$ cat src/rtl/add_mul_mix_pkg.sv
// Shared types, default widths and helpers for the add/mul mix accumulator stage.
package add_mul_mix_pkg;

    localparam int unsigned RES_W = 8;
    localparam int unsigned ACC_W = 11;
    localparam int unsigned CNT_W = 4;

    typedef enum logic [1:0] {
        IDLE  = 2'd0,
        ACCUM = 2'd1,
        HOLD  = 2'd2
    } state_t;

    // Block length field of zero means the largest block, 2^cnt_w beats.
    function automatic logic [31:0] len_decode(input logic [31:0] len, input int unsigned cnt_w);
        return (len == 32'd0) ? (32'd1 << cnt_w) : len;
    endfunction

endpackage

$ cat src/rtl/add_mul_mix_sat_add.sv
// Unsigned saturating adder: accumulator plus one result, clamps to all-ones on carry out.
module add_mul_mix_sat_add #(
    parameter int unsigned ACC_W = 11,
    parameter int unsigned RES_W = 8
) (
    input  logic [ACC_W-1:0] i_acc,
    input  logic [RES_W-1:0] i_val,
    output logic [ACC_W-1:0] o_sum,
    output logic             o_ovf
);

    logic [ACC_W:0] w_full;

    assign w_full = {1'b0, i_acc} + (ACC_W+1)'(i_val);
    assign o_ovf  = w_full[ACC_W];
    assign o_sum  = o_ovf ? '1 : w_full[ACC_W-1:0];

endmodule

$ cat src/rtl/add_mul_mix_accum.sv
// Accumulates a programmable block of mixer results and presents one saturated block sum
// over a valid/ready handshake.
module add_mul_mix_accum #(
    parameter int unsigned RES_W = add_mul_mix_pkg::RES_W,
    parameter int unsigned ACC_W = add_mul_mix_pkg::ACC_W,
    parameter int unsigned CNT_W = add_mul_mix_pkg::CNT_W
) (
    input  logic             clk,
    input  logic             rst,
    input  logic             in_valid,
    output logic             in_ready,
    input  logic [RES_W-1:0] in_result,
    input  logic [CNT_W-1:0] block_len,
    input  logic             flush,
    output logic             out_valid,
    input  logic             out_ready,
    output logic [ACC_W-1:0] out_sum,
    output logic [CNT_W:0]   out_count,
    output logic             out_sat,
    output logic             busy
);

    import add_mul_mix_pkg::*;

    state_t           r_state;
    state_t           w_state_nxt;
    logic [CNT_W:0]   r_len;
    logic [CNT_W:0]   r_cnt;
    logic [ACC_W-1:0] r_acc;
    logic             r_sat;
    logic             r_in_ready;
    logic             r_out_valid;
    logic             r_busy;
    logic [ACC_W-1:0] r_out_sum;
    logic [CNT_W:0]   r_out_count;
    logic             r_out_sat;

    logic             w_beat;
    logic             w_take;
    logic [CNT_W:0]   w_len;
    logic [CNT_W:0]   w_cnt_inc;
    logic [ACC_W-1:0] w_sum;
    logic             w_ovf;
    logic             w_load;
    logic             w_add;
    logic             w_cap;
    logic [ACC_W-1:0] w_nxt_acc;
    logic [CNT_W:0]   w_nxt_cnt;
    logic             w_nxt_sat;

    assign w_beat    = in_valid & r_in_ready;
    assign w_take    = r_out_valid & out_ready;
    assign w_len     = (CNT_W+1)'(len_decode(32'(block_len), CNT_W));
    assign w_cnt_inc = r_cnt + (CNT_W+1)'(1);

    add_mul_mix_sat_add #(
        .ACC_W (ACC_W),
        .RES_W (RES_W)
    ) u_sat_add (
        .i_acc (r_acc),
        .i_val (in_result),
        .o_sum (w_sum),
        .o_ovf (w_ovf)
    );

    always_ff @(posedge clk) begin
        if (rst) begin
            r_state <= IDLE;
        end else begin
            r_state <= w_state_nxt;
        end
    end

    always_comb begin
        w_state_nxt = r_state;
        case (r_state)
            IDLE: begin
                if (w_beat) begin
                    w_state_nxt = (w_len == (CNT_W+1)'(1) || flush) ? HOLD : ACCUM;
                end
            end
            ACCUM: begin
                if ((w_beat && w_cnt_inc == r_len) || flush) begin
                    w_state_nxt = HOLD;
                end
            end
            HOLD: begin
                if (w_take) begin
                    w_state_nxt = IDLE;
                end
            end
            default: w_state_nxt = IDLE;
        endcase
    end

    // Datapath strobes and the block values that become current after this cycle.
    always_comb begin
        w_load    = 1'b0;
        w_add     = 1'b0;
        w_cap     = 1'b0;
        w_nxt_acc = r_acc;
        w_nxt_cnt = r_cnt;
        w_nxt_sat = r_sat;
        if (r_state == IDLE && w_beat) begin
            w_load    = 1'b1;
            w_nxt_acc = ACC_W'(in_result);
            w_nxt_cnt = (CNT_W+1)'(1);
            w_nxt_sat = 1'b0;
        end else if (r_state == ACCUM && w_beat) begin
            w_add     = 1'b1;
            w_nxt_acc = w_sum;
            w_nxt_cnt = w_cnt_inc;
            w_nxt_sat = r_sat | w_ovf;
        end
        w_cap = (r_state != HOLD) && (w_state_nxt == HOLD);
    end

    always_ff @(posedge clk) begin
        if (rst) begin
            r_len       <= '0;
            r_acc       <= '0;
            r_cnt       <= '0;
            r_sat       <= 1'b0;
            r_out_sum   <= '0;
            r_out_count <= '0;
            r_out_sat   <= 1'b0;
            r_out_valid <= 1'b0;
            r_in_ready  <= 1'b1;
            r_busy      <= 1'b0;
        end else begin
            if (w_load) begin
                r_len <= w_len;
            end
            if (w_load || w_add) begin
                r_acc <= w_nxt_acc;
                r_cnt <= w_nxt_cnt;
                r_sat <= w_nxt_sat;
            end
            if (w_cap) begin
                r_out_sum   <= w_nxt_acc;
                r_out_count <= w_nxt_cnt;
                r_out_sat   <= w_nxt_sat;
            end
            // State-decoded outputs are registered from the next state so they track r_state.
            r_out_valid <= (w_state_nxt == HOLD);
            r_in_ready  <= (w_state_nxt != HOLD);
            r_busy      <= (w_state_nxt != IDLE);
        end
    end

    assign in_ready  = r_in_ready;
    assign out_valid = r_out_valid;
    assign out_sum   = r_out_sum;
    assign out_count = r_out_count;
    assign out_sat   = r_out_sat;
    assign busy      = r_busy;

endmodule
$ cat config.mk
export PLATFORM = sky130hd
export DESIGN_NAME = add_mul_mix_accum
export DESIGN_NICKNAME = d
export VERILOG_FILES = /design/src/rtl/add_mul_mix_pkg.sv /design/src/rtl/add_mul_mix_sat_add.sv /design/src/rtl/add_mul_mix_accum.sv
export SDC_FILE = /design/constraint.sdc
export NUM_CORES = 1
export LEC_CHECK = 0
export CAP_MARGIN = 20
export CORE_ASPECT_RATIO = 1.25
export CORE_UTILIZATION = 35
export CTS_CLUSTER_SIZE = 20
export DETAILED_ROUTE_END_ITERATION = 12
export GPL_TIMING_DRIVEN = 1
export PLACE_DENSITY = 0.65
export SYNTH_ARGS = -nofsm -noshare
export SYNTH_HDL_FRONTEND = slang
export SYNTH_SLANG_ARGS = --single-unit
export TNS_END_PERCENT = 100
$ cat constraint.sdc
create_clock -name clk -period 2.15 [get_ports clk]
set_input_delay 0.3225 -clock clk [delete_from_list [all_inputs] [get_ports clk]]
set_output_delay 0.3225 -clock clk [all_outputs]
set_load 0.005 [all_outputs]
Yosys cells after proc, flatten, opt, wreduce, memory -nomap -nowiden
Index checks and enable logic that the tools add are counted.
{"block": "totals", "ff_bits": 44, "in_bits": 17, "out_inout_bits": 20, "word_cells": 49}
{"block": "classes", "addsub": 2, "eq_ne": 7, "mux": 16, "bitwise": 3, "reduce_logical": 10}
{"cell": "$mux W11", "count": 3}
{"cell": "$mux W5", "count": 3}
{"cell": "$add A11 B8 Y12", "count": 1}
{"cell": "$mux W2", "count": 4}
{"cell": "$pmux W2 S3", "count": 1}
{"cell": "$add A5 B1 Y5 const B", "count": 1}
{"cell": "$eq A5 B1 Y1 const B", "count": 1}
{"cell": "$eq A5 B5 Y1", "count": 1}
{"cell": "$mux W1", "count": 5}
{"cell": "$eq A2 B2 Y1 const B", "count": 2}
{"cell": "$logic_and A1 B1 Y1", "count": 4}
{"cell": "$logic_not A4 Y1", "count": 1}
{"cell": "$ne A2 B2 Y1 const B", "count": 2}
{"cell": "$logic_or A1 B1 Y1", "count": 3}
{"cell": "$and A1 B1 Y1", "count": 2}
{"cell": "$eq A2 B1 Y1 const B", "count": 1}
{"cell": "$logic_not A2 Y1", "count": 1}
{"cell": "$reduce_bool A2 Y1", "count": 1}
{"cell": "$or A1 B1 Y1", "count": 1}

Logic depth before layout (Yosys ltp)
{"block": "depth", "ltp_word": 9, "depth_mapped": 9, "depth_no_buf": 9}

By module
From an unflattened synthesis, not the netlist that was laid out.
{"block": "hier_totals", "hier_cells": 277, "hier_area_um2": 2481.1}
{"module": "add_mul_mix_accum", "instances": 1, "cells_each": 205, "area_each_um2": 1994.4, "seq_area_each_um2": 880.8}
{"module": "add_mul_mix_sat_add", "instances": 1, "cells_each": 72, "area_each_um2": 486.7, "seq_area_each_um2": 0.0}

Least setup slack after synthesis
No wires, ideal clock.
{"block": "synth_timing", "kind": "flip-flop to flip-flop", "startpoint": "register r_cnt[0]", "endpoint": "register r_out_count[2] (netlist: out_count[2])", "setup_time_ns": 0.128, "t_arrival_ns": 2.204, "required_time_ns": 2.022, "slack_ns": -0.182, "stages_incl_launch_ff": 10, "path_buffers": 1, "synth_period_minus_slack_ns": 2.332, "path_cell_list": "dfxtp_1 ha_1 nand2b_1 o211ai_2 or3b_1 a2111oi_4 o211a_4 buf_6 mux2i_1 nor2_1"}
{"block": "synth_via", "elab_chain_cells": 8, "elab_cells_between_ends": 10, "cone_classes": "add/sub (1); eq/ne (2); mux (4); reduce/logical (3)"}
{"element": "from (decl)", "line_no": "add_mul_mix_accum.sv:28", "source": "logic [CNT_W:0] r_cnt;"}
{"element": "from (signal assigned)", "line_no": "add_mul_mix_accum.sv:136", "source": "r_cnt <= w_nxt_cnt;"}
{"element": "$add A5 B1 Y5 (*)", "line_no": "add_mul_mix_accum.sv:54", "source": "assign w_cnt_inc = r_cnt + (CNT_W+1)'(1);"}
{"element": "$eq A5 B5 Y1", "line_no": "add_mul_mix_accum.sv:83", "source": "if ((w_beat && w_cnt_inc == r_len) || flush) begin"}
{"element": "$logic_and A1 B1 Y1", "line_no": "add_mul_mix_accum.sv:83"}
{"element": "$logic_or A1 B1 Y1", "line_no": "add_mul_mix_accum.sv:83"}
{"element": "$mux W2", "line_no": "add_mul_mix_accum.sv:83"}
{"element": "$pmux W2 S3", "line_no": "add_mul_mix_accum.sv:76", "source": "case (r_state)"}
{"element": "$eq A2 B2 Y1", "line_no": "add_mul_mix_accum.sv:115", "source": "w_cap = (r_state != HOLD) && (w_state_nxt == HOLD);"}
{"element": "$logic_and A1 B1 Y1", "line_no": "add_mul_mix_accum.sv:115"}
{"element": "to (signal assigned)", "line_no": "add_mul_mix_accum.sv:141", "source": "r_out_count <= w_nxt_cnt;"}
{"element": "to (decl)", "line_no": "add_mul_mix_accum.sv:35", "source": "logic [CNT_W:0] r_out_count;"}
Every way passes the cells marked *; elsewhere a longest branch is shown, timed or not.
A chain may end at the register's enable or synchronous reset.

Worst setup path after layout
{"block": "layout_timing", "startpoint": "register r_cnt[1]", "endpoint": "register r_out_sum[1] (netlist: out_sum[1])"}
{"block": "layout_via", "elab_chain_cells": 8}
{"element": "$add A5 B1 Y5", "line_no": "add_mul_mix_accum.sv:54"}
{"element": "$eq A5 B5 Y1", "line_no": "add_mul_mix_accum.sv:83"}
{"element": "$logic_and A1 B1 Y1", "line_no": "add_mul_mix_accum.sv:83"}
{"element": "$logic_or A1 B1 Y1", "line_no": "add_mul_mix_accum.sv:83"}
{"element": "$mux W2", "line_no": "add_mul_mix_accum.sv:83"}
{"element": "$pmux W2 S3", "line_no": "add_mul_mix_accum.sv:76"}
{"element": "$eq A2 B2 Y1", "line_no": "add_mul_mix_accum.sv:115"}
{"element": "$logic_and A1 B1 Y1", "line_no": "add_mul_mix_accum.sv:115"}
{"element": "to (signal assigned)", "line_no": "add_mul_mix_accum.sv:140", "source": "r_out_sum <= w_nxt_acc;"}
{"element": "to (decl)", "line_no": "add_mul_mix_accum.sv:34", "source": "logic [ACC_W-1:0] r_out_sum;"}
Every way passes these cells.

==> impl_metrics.yaml <==
pwr:
  internal_power_mw: 1.525
  ir_drop_mv: 0.5146
  comb_power_share: 0.331
  p_per_area_mw_per_mm2: 654.3
  swShare: 0.3038
  p_leak_nw: 1.308
  seqPwrFrac: 0.425
  power_mw: 2.190
  p_clk_frac: 0.244
  netSwitchingPower_mw: 0.6652
synth:
  synthArstFlopShare: 0
  synth_area_mm2: 0.002354
  synth-seq-cells: 44
  seq_area_frac_synth: 0.3743
  synthCells: 275
  synth_edf_count: 0
  syn-num-nets: 302
  synth-main-ff-cell: "dfxtp_1"
  ys_types: 44
  avgSynthCellArea_um2: 8.558
  synth_warnings: 0
floorplan:
  die_h_um: 93.68
  core_mm2: 0.006524
  pin_count: 37
  row_count: 33
  floorplan.initialDensity: 0.3608
  die_x_um: 75.35
  die-area_mm2: 0.007058
timing:
  fin_crit_sh: 1.059
  slew_headroom: 0.7162
  finalSetupViolations: 19
  fin_skew_ns: 0.007652
  hold_viol: 0
  max_freq_mhz: 439.2
  rsz0062_at_grt: "true"
  fin_tns_setup_ns: -1.394
  worst_pin_slew_ns: 0.4244
  drv_slew: 0
  period_needed_ns: 2.277
  layout_setup_ws_ns: -0.1270
clock_network:
  htree_levels: 2
  cts_buffers: 5
  clkLatencyLatePin_ns: 0.29
  ctsRootBufferMaster: "clkbuf_8"
  clockBufferDepth: 2
  cts_tree: "done"
  cts_hold_repair.buffers: 0
  clk_pin_slew_ns: 0.08
  cts_num_sinks: 44
cells_and_area:
  drive_gt1_frac: 0.2670
  fin_util: 0.5130
  syn_to_final_growth_pct: 42.21
  diodes: 0
  nFillCells: 650
  finalNetCount: 378
  layout.cells.non_filler: 439
place:
  dp_slack_ns: -0.6044
  placed_cells: 425
  dpl.hpwl_um: 4352
  port_buffers: 36
  globalplace.congestion: 0.7718
global_routing:
  grt_pass1_wl_um: 9680
  antenna_found_initial: 0
  grtUsageTotal: 0.1774
  gr-total-overflow: 0
  grt_pass1_vias: 2163
  grt_start_max_net_pins: 43
setup_path:
  path_cells: "ha_4 -> nand2b_4 -> o211ai_2 -> or3b_4 -> a2111oi_4 -> o211a_4 -> buf_12 -> nor2_2 -> a311oi_1"
  crit_path_end_kind: "flop"
  critical_path_buf_inv_count: 1
  start_kind: "flop"
  crit_path_max_incr_delay_ns: 0.40
  worstSetupPathType: "reg -> reg"
  cp_top_family: "compound AO/OA/AOI/OAI gates"
  cp.arrival_ns: 2.48
  r2r_setup_slack_ns: -0.13
  crit_required_ns: 2.35
  cp_max_fo: 12
  crit_path_top_delay_cell: "or3b_4"
outcome:
  status: "finished with violations"
  violations: "negative setup slack"
worst_hold_path:
  min_path_type: "reg -> reg"
drt:
  dr.first_iter.drc_count: 80
  routedWlPerCell_um: 13.26
  drt_first_pass_iters: 4
  postRouteAntennaNets: 0
  vias: 2191
  drc: 0
  routed_wl_um: 5820
  via_per_inst: 4.991
flow_run:
  drv_cap: 0
tightest hold or removal path, cell delays in order (launching register included):
cell	delay [ns]
dfxtp_1	0.32
nand2_1	0.05
a21oi_1	0.05
registers in the layout (all words and copies together), names as in the netlist:
signal and count:
out_count 5, out_sat 1, r_sat 1, busy 1, r_cnt 5, out_valid 1, in_ready 1, r_len 5
out_sum 11, r_state 2, r_acc 11
routing by layer:
layer,wire (µm),global-route usage
met2,2853,0.2902
met4,63,0.05556
met5,0,0
met3,183,0.02253
met1,2719,0.2390
layout make-up:
type	count	area [µm²]	share of cell area
clock buffer	6	82.58	0.02467
inverter	6	22.52	0.006729
clock inverter	2	10.01	0.002991
multi-input combinational	210	1493	0.4460
sequential	44	883.3	0.2639
tap	87	108.9	0.03252
timing repair buffer	84	747.0	0.2232
cell families after synthesis:
logic type,share of synthesized area
and+or+nand+nor,0.2079
AOI/OAI and AO/OA,0.2509
DFF,0.3743
buffers and inverters,0.03987
xor gates and xnor gates,0.04093
adders and majority gates,0.05635
muxes,0.02977
stage by stage:
step / hold WS (ns) / cell area (µm²)
after floorplan: 0.4018 / 2386
after global placement: 0.4555 / 3124
after detailed placement: 0.4607 / 3124
after CTS: 0.4701 / 3338
after global routing: 0.4900 / 3347
final: 0.4662 / 3347
cell usage in the layout, fill, tap and decap left out, types with 6 or more instances in the layout:
master,Yosys,final
buf_4,2,44
dfxtp_1,44,42
nor2_1,41,36
clkdlybuf4s50_1,0,31
a21oi_1,31,29
nand2_1,21,21
a211oi_2,9,10
nor3_1,9,9
nor2_2,3,8
o21ai_0,9,8
xnor2_1,7,7
mux2i_1,7,7
nand3_1,6,6
inv_1,6,6
clkbuf_8,0,6
synth_stat cells (all sizes together), types with 2 or more instances:
master / number / area [µm²]
nand2: 21 / 78.83
xor2: 4 / 35.03
nand3: 6 / 30.03
mux2i: 7 / 70.07
inv: 6 / 22.52
a21oi: 31 / 155.2
dfxtp: 44 / 880.8
o211ai: 5 / 42.54
a311oi: 3 / 26.28
o21a: 5 / 37.54
xnor2: 7 / 61.31
nand2b: 4 / 25.02
nor2: 44 / 172.7
a21o: 4 / 30.03
nor3: 9 / 45.04
and3: 2 / 12.51
o21ai: 9 / 45.04
buf: 3 / 26.27
nor2b: 3 / 18.77
and2: 2 / 12.51
a211oi: 12 / 135.1
ha: 9 / 112.6
or3b: 2 / 17.52
clkbuf: 12 / 45.04
nand3b: 2 / 15.01
o311a: 2 / 20.02
nor3b: 4 / 30.03
worst paths after layout:
path,endpoint,from,cells after the start
setup / recovery,out_sum[1],r_cnt[1],9
hold reg to reg,r_len[4],r_len[4],2
setup reg to reg,out_sum[1],r_cnt[1],9
hold / removal,r_len[4],r_len[4],2
power groups by stage:
stage          Sequential, mW  Combinational (mW)  Clock (mW)
6_report                0.932               0.725       0.533
5_1_grt                 0.942               0.789       0.578
4_1_cts                 0.932               0.720       0.541
3_5_place_dp            0.945               0.674           0
3_3_place_gp            0.945               0.666           0
2_1_floorplan           0.943               0.388           0
repair_timing:
| item | CTS | global route |
|---|---|---|
| endpoints found under the setup margin | 28 | 22 |
| pin swaps | 19 | 6 |
| setup buffers | 6 | 0 |
| gates resized for setup | 23 | 2 |
No activity file was read; power rests on OpenSTA's default activity.
